**src/rtl/button_debouncer_n.sv**
```systemverilog
// button_debouncer_n: N-channel button conditioner with sync, stability filter, press/release strobes, hold-to-repeat
// clk: single clock | rst_n: synchronous, active low | in: raw asynchronous levels (1 = pressed)
// repeat_en: per-channel auto-repeat enable | level: debounced level
// press / released: one-cycle strobes on accepted 0->1 / 1->0 | pulse: press or repeat strobe
module button_debouncer_n #(
  parameter int CHANNELS      = 8,
  parameter int SYNC_STAGES   = 2,
  parameter int STABLE_CYCLES = 250000,
  parameter int REPEAT_DELAY  = 25000000,
  parameter int REPEAT_PERIOD = 5000000
) (
  input  logic                clk,
  input  logic                rst_n,
  input  logic [CHANNELS-1:0] in,
  input  logic [CHANNELS-1:0] repeat_en,
  output logic [CHANNELS-1:0] level,
  output logic [CHANNELS-1:0] press,
  output logic [CHANNELS-1:0] released,
  output logic [CHANNELS-1:0] pulse
);
  localparam int SW   = $clog2(STABLE_CYCLES + 1);
  localparam int RMAX = (REPEAT_DELAY > REPEAT_PERIOD) ? REPEAT_DELAY : REPEAT_PERIOD;
  localparam int RW   = $clog2(RMAX + 1);
  typedef enum logic [1:0] {IDLE, DELAY, REPEAT} rpt_t;
  for (genvar c = 0; c < CHANNELS; c++) begin : g_ch
    logic [SYNC_STAGES-1:0] sync;
    logic                   s, lvl, lvl_nxt, accept, strobe, prs, rls, pls;
    logic [SW-1:0]          stab_cnt, stab_nxt;
    logic [RW-1:0]          rpt_cnt, rpt_nxt;
    rpt_t                   state, state_nxt;
    assign s        = sync[SYNC_STAGES-1];
    assign accept   = (s != lvl) && (stab_cnt == SW'(STABLE_CYCLES - 1));
    assign lvl_nxt  = accept ? s : lvl;
    assign stab_nxt = ((s == lvl) || accept) ? '0 : stab_cnt + 1'b1;
    // Repeat decisions look at the level this edge will produce, so a falling
    // level and a repeat strobe can never coincide.
    always_comb begin
      state_nxt = state;
      rpt_nxt   = rpt_cnt + 1'b1;
      strobe    = 1'b0;
      if (!repeat_en[c] || !lvl_nxt) begin
        state_nxt = IDLE;
        rpt_nxt   = '0;
      end else begin
        case (state)
          IDLE: begin
            state_nxt = DELAY;
            rpt_nxt   = '0;
          end
          DELAY: if (rpt_cnt == RW'(REPEAT_DELAY - 1)) begin
            strobe    = 1'b1;
            state_nxt = REPEAT;
            rpt_nxt   = '0;
          end
          REPEAT: if (rpt_cnt == RW'(REPEAT_PERIOD - 1)) begin
            strobe  = 1'b1;
            rpt_nxt = '0;
          end
          default: begin
            state_nxt = IDLE;
            rpt_nxt   = '0;
          end
        endcase
      end
    end
    always_ff @(posedge clk) begin
      if (!rst_n) begin
        sync     <= '0;
        stab_cnt <= '0;
        lvl      <= 1'b0;
        state    <= IDLE;
        rpt_cnt  <= '0;
        prs      <= 1'b0;
        rls      <= 1'b0;
        pls      <= 1'b0;
      end else begin
        sync     <= {sync[SYNC_STAGES-2:0], in[c]};
        stab_cnt <= stab_nxt;
        lvl      <= lvl_nxt;
        state    <= state_nxt;
        rpt_cnt  <= rpt_nxt;
        prs      <= accept & s;
        rls      <= accept & ~s;
        pls      <= (accept & s) | strobe;
      end
    end
    assign level[c]    = lvl;
    assign press[c]    = prs;
    assign released[c] = rls;
    assign pulse[c]    = pls;
  end
endmodule

```
**config.mk**
```make
export PLATFORM = sky130hd
export DESIGN_NAME = button_debouncer_n
export DESIGN_NICKNAME = d
export VERILOG_FILES = /design/src/rtl/button_debouncer_n.sv
export SDC_FILE = /design/constraint.sdc
export NUM_CORES = 1
export LEC_CHECK = 0
export BUFFER_PORTS_ARGS = -buffer_cell sky130_fd_sc_hd__buf_4
export CORE_MARGIN = 2
export CORE_UTILIZATION = 60
export CTS_CLUSTER_DIAMETER = 50
export DETAILED_ROUTE_END_ITERATION = 8
export GPL_ROUTABILITY_DRIVEN = 1
export PLACE_DENSITY_LB_ADDON = 0.05
export SYNTH_ARGS = -nofsm -noshare
export SYNTH_HDL_FRONTEND = slang
export SYNTH_SLANG_ARGS = --single-unit
```
**constraint.sdc**
```tcl
create_clock -name clk -period 2.6 [get_ports clk]
set_clock_uncertainty 0.05 [all_clocks]
set_input_delay 0.13 -clock clk [delete_from_list [all_inputs] [get_ports clk]]
set_output_delay 0.13 -clock clk [all_outputs]
set_load 0.01 [all_outputs]
```
======== Word level (Yosys, flattened, before mapping) ========
Cells that the tools add are included.
W data, S select, Z words.
cells by class
  $add $sub $neg .......................... 16
  bitwise operators ....................... 41
  reductions and logical operators ........ 72
  eq/ne operators ......................... 64
  muxes and demuxes ....................... 80
operators with widths
  operator                 number
  $mux W25                 16
  $pmux W25 S2             8
  $add A25 B1 Y25 const B  8
  $eq A25 B23 Y1 const B   8
  $eq A25 B25 Y1 const B   8
  $add A18 B1 Y18 const B  8
  $eq A18 B18 Y1 const B   8
  $pmux W2 S3              8
  $mux W1                  32
  $reduce_or A2 Y1         16
  $not A1 Y1               17
  $and A1 B1 Y1            16
  $eq A2 B1 Y1 const B     8
  $eq A2 B2 Y1 const B     8
  $logic_not A1 Y1         16
  $logic_not A2 Y1         8
  $logic_or A1 B1 Y1       16
  $mux W2                  8
  $ne A2 B2 Y1 const B     8
  $pmux W1 S2              8
  $reduce_and A2 Y1        8
  $eq A1 B1 Y1             8
  $logic_and A1 B1 Y1      8
  $ne A1 B1 Y1             8
  $or A1 B1 Y1             8
word-level totals
  output and inout port bits .............. 32
  flip-flop bits (word level) ............. 408
  logic and storage cells ................. 337
  input bits .............................. 18

======== Logic depth before layout (Yosys ltp) ========
  word-level depth ........................ 7
  mapped depth ............................ 9
  depth with buffers taken out ............ 7

======== Least setup slack after synthesis ========
Ideal clock, no wire load.
  path kind ............................... register -> register
  from .................................... register g_ch[6].stab_cnt[13]
  to ...................................... register g_ch[6].rpt_cnt[15]
  path slack .............................. 419 ps
  arrival time ............................ 2016 ps
  setup time .............................. 115 ps
  data required time ...................... 2435 ps
  path buffers ............................ 1
  clock period less this slack ............ 2181 ps
  stages on the path, launching flop included .. 7
  cells stage by stage .................... dfxtp_1 or4b_1 or3_1 o211a_1 o22ai_2 buf_4 nor2_1
on the way
  word-level cells in the longest chain between the ends .. 6
RTL lines
  element                            RTL line  source
  start, declared                    28        logic [SW-1:0] stab_cnt, stab_nxt;
  start signal, assigned             78        stab_cnt <= stab_nxt;
  $eq A18 B18 Y1                     32        assign accept = (s != lvl) && (stab_cnt == SW'(STABLE_CYCLES - 1));
  $logic_and A1 B1 Y1                32
  $mux W1                            33        assign lvl_nxt = accept ? s : lvl;
  $logic_not A1 Y1                   41        if (!repeat_en[c] || !lvl_nxt) begin
  $logic_or A1 B1 Y1                 41
  $reduce_or A2 Y1 (no source line)  --
  end signal, assigned               81        rpt_cnt <= rpt_nxt;
  end, declared                      29        logic [RW-1:0] rpt_cnt, rpt_nxt;
Every way passes these cells.
A chain may end at the register's enable or synchronous reset.

======== Worst setup path in the final report ========
  from .................................... register g_ch[7].stab_cnt[9]
  to ...................................... register g_ch[7].pls
on the way
  word-level cells in the longest chain between the ends .. 7
  elaborated cells between the ends (all ways) .. 8
  classes of those cells .................. 1 x eq/ne; 2 x mux; 2 x bitwise; 3 x reduce/logical
RTL lines
  element                  RTL line  source
  start, declared          28
  start signal, assigned   78
  $eq A18 B18 Y1 (*)       32
  $logic_and A1 B1 Y1 (*)  32
  $mux W1                  33
  $logic_not A1 Y1         41
  $logic_or A1 B1 Y1       41
  $mux W1                  41
  $or A1 B1 Y1 (*)         84        pls <= (accept & s) | strobe;
  end signal, assigned     84
  end, declared            27        logic s, lvl, lvl_nxt, accept, strobe, prs, rls, pls;
Every way passes the cells marked *; elsewhere a longest branch is shown, timed or not.

==> summary.txt <==
Power
  – Sw frac: 0.200
  – Internal Power: 10300 µW
  – Combinational share of power: 0.009
  – Leakage: 0.00688 µW
  – Flop pwr share: 0.487
  – Max IR drop VDD: 0.511 mV
  – Switching power: 2580 µW
  – Power per Cell Area: 616 nW/µm²
  – Clk network pwr share: 0.504

Logic synthesis
  – Post-synth top area share: 0.442
  – Synth area leader: dfxtp_1
  – EDFF count, synth: 0
  – Register area share after synthesis: 0.442
  – Most numerous cell in the Yosys netlist: nor2_1
  – Yosys synthesis warning count: 0
  – Mapped cell area: 18500 µm²
  – Mapped Nets: 2191
  – Post-Synthesis Cells: 2133
  – Most used DFF post-synth: dfxtp_1
  – Leading cell types by count after synthesis: nor2_1, dfxtp_1, xor2_1
  – Avg Inst Size Synth: 8.67 µm²
  – Synth top area cells: dfxtp_1, nor2_1, xor2_1
  – Asr flop ratio synth: 0
  – #FFs+latches synth: 408
  – Yosys cell types: 65

Global routing
  – Grt ovf: 0
  – Largest net degree at the start of global routing: 30
  – Tot GR Track Use: 0.214
  – Vias in the first global route: 13800
  – First-pass GRT wire length: 61500 µm
  – Initial antenna violation count: 0

Place
  – PortBufs: 49
  – GP Congestion: 0.808
  – HPWL after detailed placement: 23400 µm
  – Dpl cells: 2533
  – Placed instance area: 19200 µm²

Floorplan
  – Die width: 180 µm
  – I/O pin count: 50
  – Core area: 30500 µm²
  – Initial Util: 0.606
  – Row cnt: 64
  – Die Footprint: 32300 µm²
  – Die H: 180 µm

Finish
  – Nets: 2258
  – Fillers: 2480
  – Sequential Area: 8170 µm²
  – Layout Cells excl Fill: 2631
  – Multi-input logic area: 9580 µm²
  – Cell area after layout: 20900 µm²
  – Ant diodes: 0
  – Area Growth Syn to Fin: 13.2%
  – Layout cells sized above 1: 0.0819

STA
  – Final setup vio count: 0
  – Fmax: 428 MHz
  – Share of the clock period used by the worst path: 0.899
  – RSZ-0062 raised after global routing: no
  – Final-report max-slew violation count: 0
  – Setup TNS: 0 ns
  – Final Hold Violating Endpoints: 0
  – Period minus WS final: 2.34 ns
  – Worst-Margin Slew: 0.672 ns
  – Slew HR: 0.548

Job
  – Max_cap viols: 0

Status
  – Run status: complete, no violations

Hold path
  – Hold Path Class: in2reg

Clock tree
  – CTS clk-pin slew, worst paths: 0.06 ns
  – H-tree depth: 2
  – TritonCTS Buffers: 45
  – CTS Sinks: 408
  – Clock latency on the worst-skew pair: 0.53 ns
  – CTS root buf: clkbuf_16
  – Clk buf depth: 3
  – CTS tree: built

Critical path
  – CP max stage cell: nor4_1
  – Critical path required time: 2.97 ns
  – Worst-path cell chain: nor4b_1 > nand4_1 > nor4_1 > mux2i_1 > o41ai_1
  – CP endpoint kind: flop
  – Setup Crit Path Kind: reg2reg
  – CP Max Fanout: 5
  – Element type at the critical path start: flop
  – Critical Path Max Stage Delay: 0.62 ns
  – Arr. time, crit path: 2.71 ns

Drt
  – Detail Route Antenna Nets: 0
  – Routed WL per cell: 13.2 µm
  – Via count: 14300
  – Final wirelength: 34700 µm
  – Number of iterations in the first detailed-routing pass: 5
  – Drt initial violations: 648
  – DRC: 0
  – Vias/cell: 5.44
[layout make-up]
cell class              instances  share of cell area
inverters                      78              0.0140
repair buffers                100              0.0402
clock inverters                22              0.0113
well taps                     396              0.0237
flip-flops and latches        408               0.390
multi-input cells            1567               0.458
clock buffers                  60              0.0633
[logic make-up (layout without fill, tap and decap cells)]
kind of cell | count (synthesis) | in the layout | share of synthesized area
muxes | 6 | 6 | 0.00325
DFF | 408 | 408 | 0.442
and+or+nand+nor | 1111 | 1111 | 0.305
xor gates and xnor gates | 306 | 306 | 0.145
adders and majority gates | 40 | 40 | 0.0271
AOI/OAI and AO/OA | 104 | 104 | 0.0373
buffers and inverters | 158 | 260 | 0.0413
[routing by layer]
metal,share of wire,up-vias,global-route usage
met5,0,-,0
met2,0.47,172,0.365
li1,-,7420,-
met1,0.48,6671,0.285
met4,0.017,0,0.0533
met3,0.032,49,0.0328
[critical path: cells and delay by family, from the launching register on]
family,cells,cell delay [ns]
simple gates,3,1.16
mux,1,0.27
compound gates,1,0.38
flops,1,0.36
[flip-flops by register name, summed over array words and instances, names as in the netlist]
signal / count
g_ch.rpt_cnt: 200
g_ch.stab_cnt: 144
g_ch.state: 16
g_ch.sync: 16
g_ch.lvl: 8
g_ch.pls: 8
g_ch.prs: 8
g_ch.rls: 8
[worst paths after layout]
| check | start | endpoint | slack [ns] | depth (start not counted) |
|---|---|---|---|---|
| setup / recovery | g_ch[7].stab_cnt[9]$_SDFF_PP0_ | g_ch[7].pls$_SDFF_PN0_ | 0.26 | 5 |
| hold / removal | rst_n | g_ch[0].lvl$_SDFF_PN0_ | 0.02 | 2 |
| setup reg to reg | g_ch[7].stab_cnt[9]$_SDFF_PP0_ | g_ch[7].pls$_SDFF_PN0_ | 0.26 | 5 |
| hold reg to reg | g_ch[2].sync[0]$_SDFF_PN0_ | g_ch[2].sync[1]$_SDFF_PN0_ | 0.38 | 1 |
[cells in the final DEF, fill, tap and decap left out, types with 8 or more instances in the layout]
cell type,n
a21oi_1,23
and2_1,32
and3_1,53
and4_1,29
buf_4,80
clkbuf_16,47
clkbuf_8,10
clkinv_2,10
dfxtp_1,408
dlygate4sd3_1,16
ha_1,40
inv_1,78
nand2_1,114
nand3_1,146
nand3b_1,8
nand4_1,88
nor2_1,418
nor2b_1,14
nor3_1,59
nor4_1,39
nor4b_1,15
o21ai_0,28
or3_1,25
or4_1,23
xnor2_1,144
xor2_1,162
[metrics by stage]
stage          worst slack (ns)  total power, µW  hold slack, ns   util
5_1_grt                  0.0391            13300          0.0203  0.686
3_5_place_dp           -0.00246             6510           0.293  0.629
3_3_place_gp             0.0284             6500           0.289  0.629
4_1_cts                   0.254            13100          0.0101  0.686
6_report                  0.263            12900          0.0197  0.686
2_1_floorplan             0.419             6460           0.207      -
[power groups by stage]
stage	sequential [µW]	clock [µW]	combinational, µW
2_1_floorplan	6410	0	48.1
3_3_place_gp	6410	0	90.5
3_5_place_dp	6410	0	91.7
4_1_cts	6280	6670	111
5_1_grt	6270	6940	122
6_report	6280	6500	110
[timing repair]
action / 4_1_cts / 5_1_grt
endpoints found under the setup margin: 1 / 0
hold endpoints to repair: 28 / 0
gates resized for setup: 1 / 0
hold buffers: 16 / 0
setup buffers: 0 / 0
(Power assumes the default switching activity.)
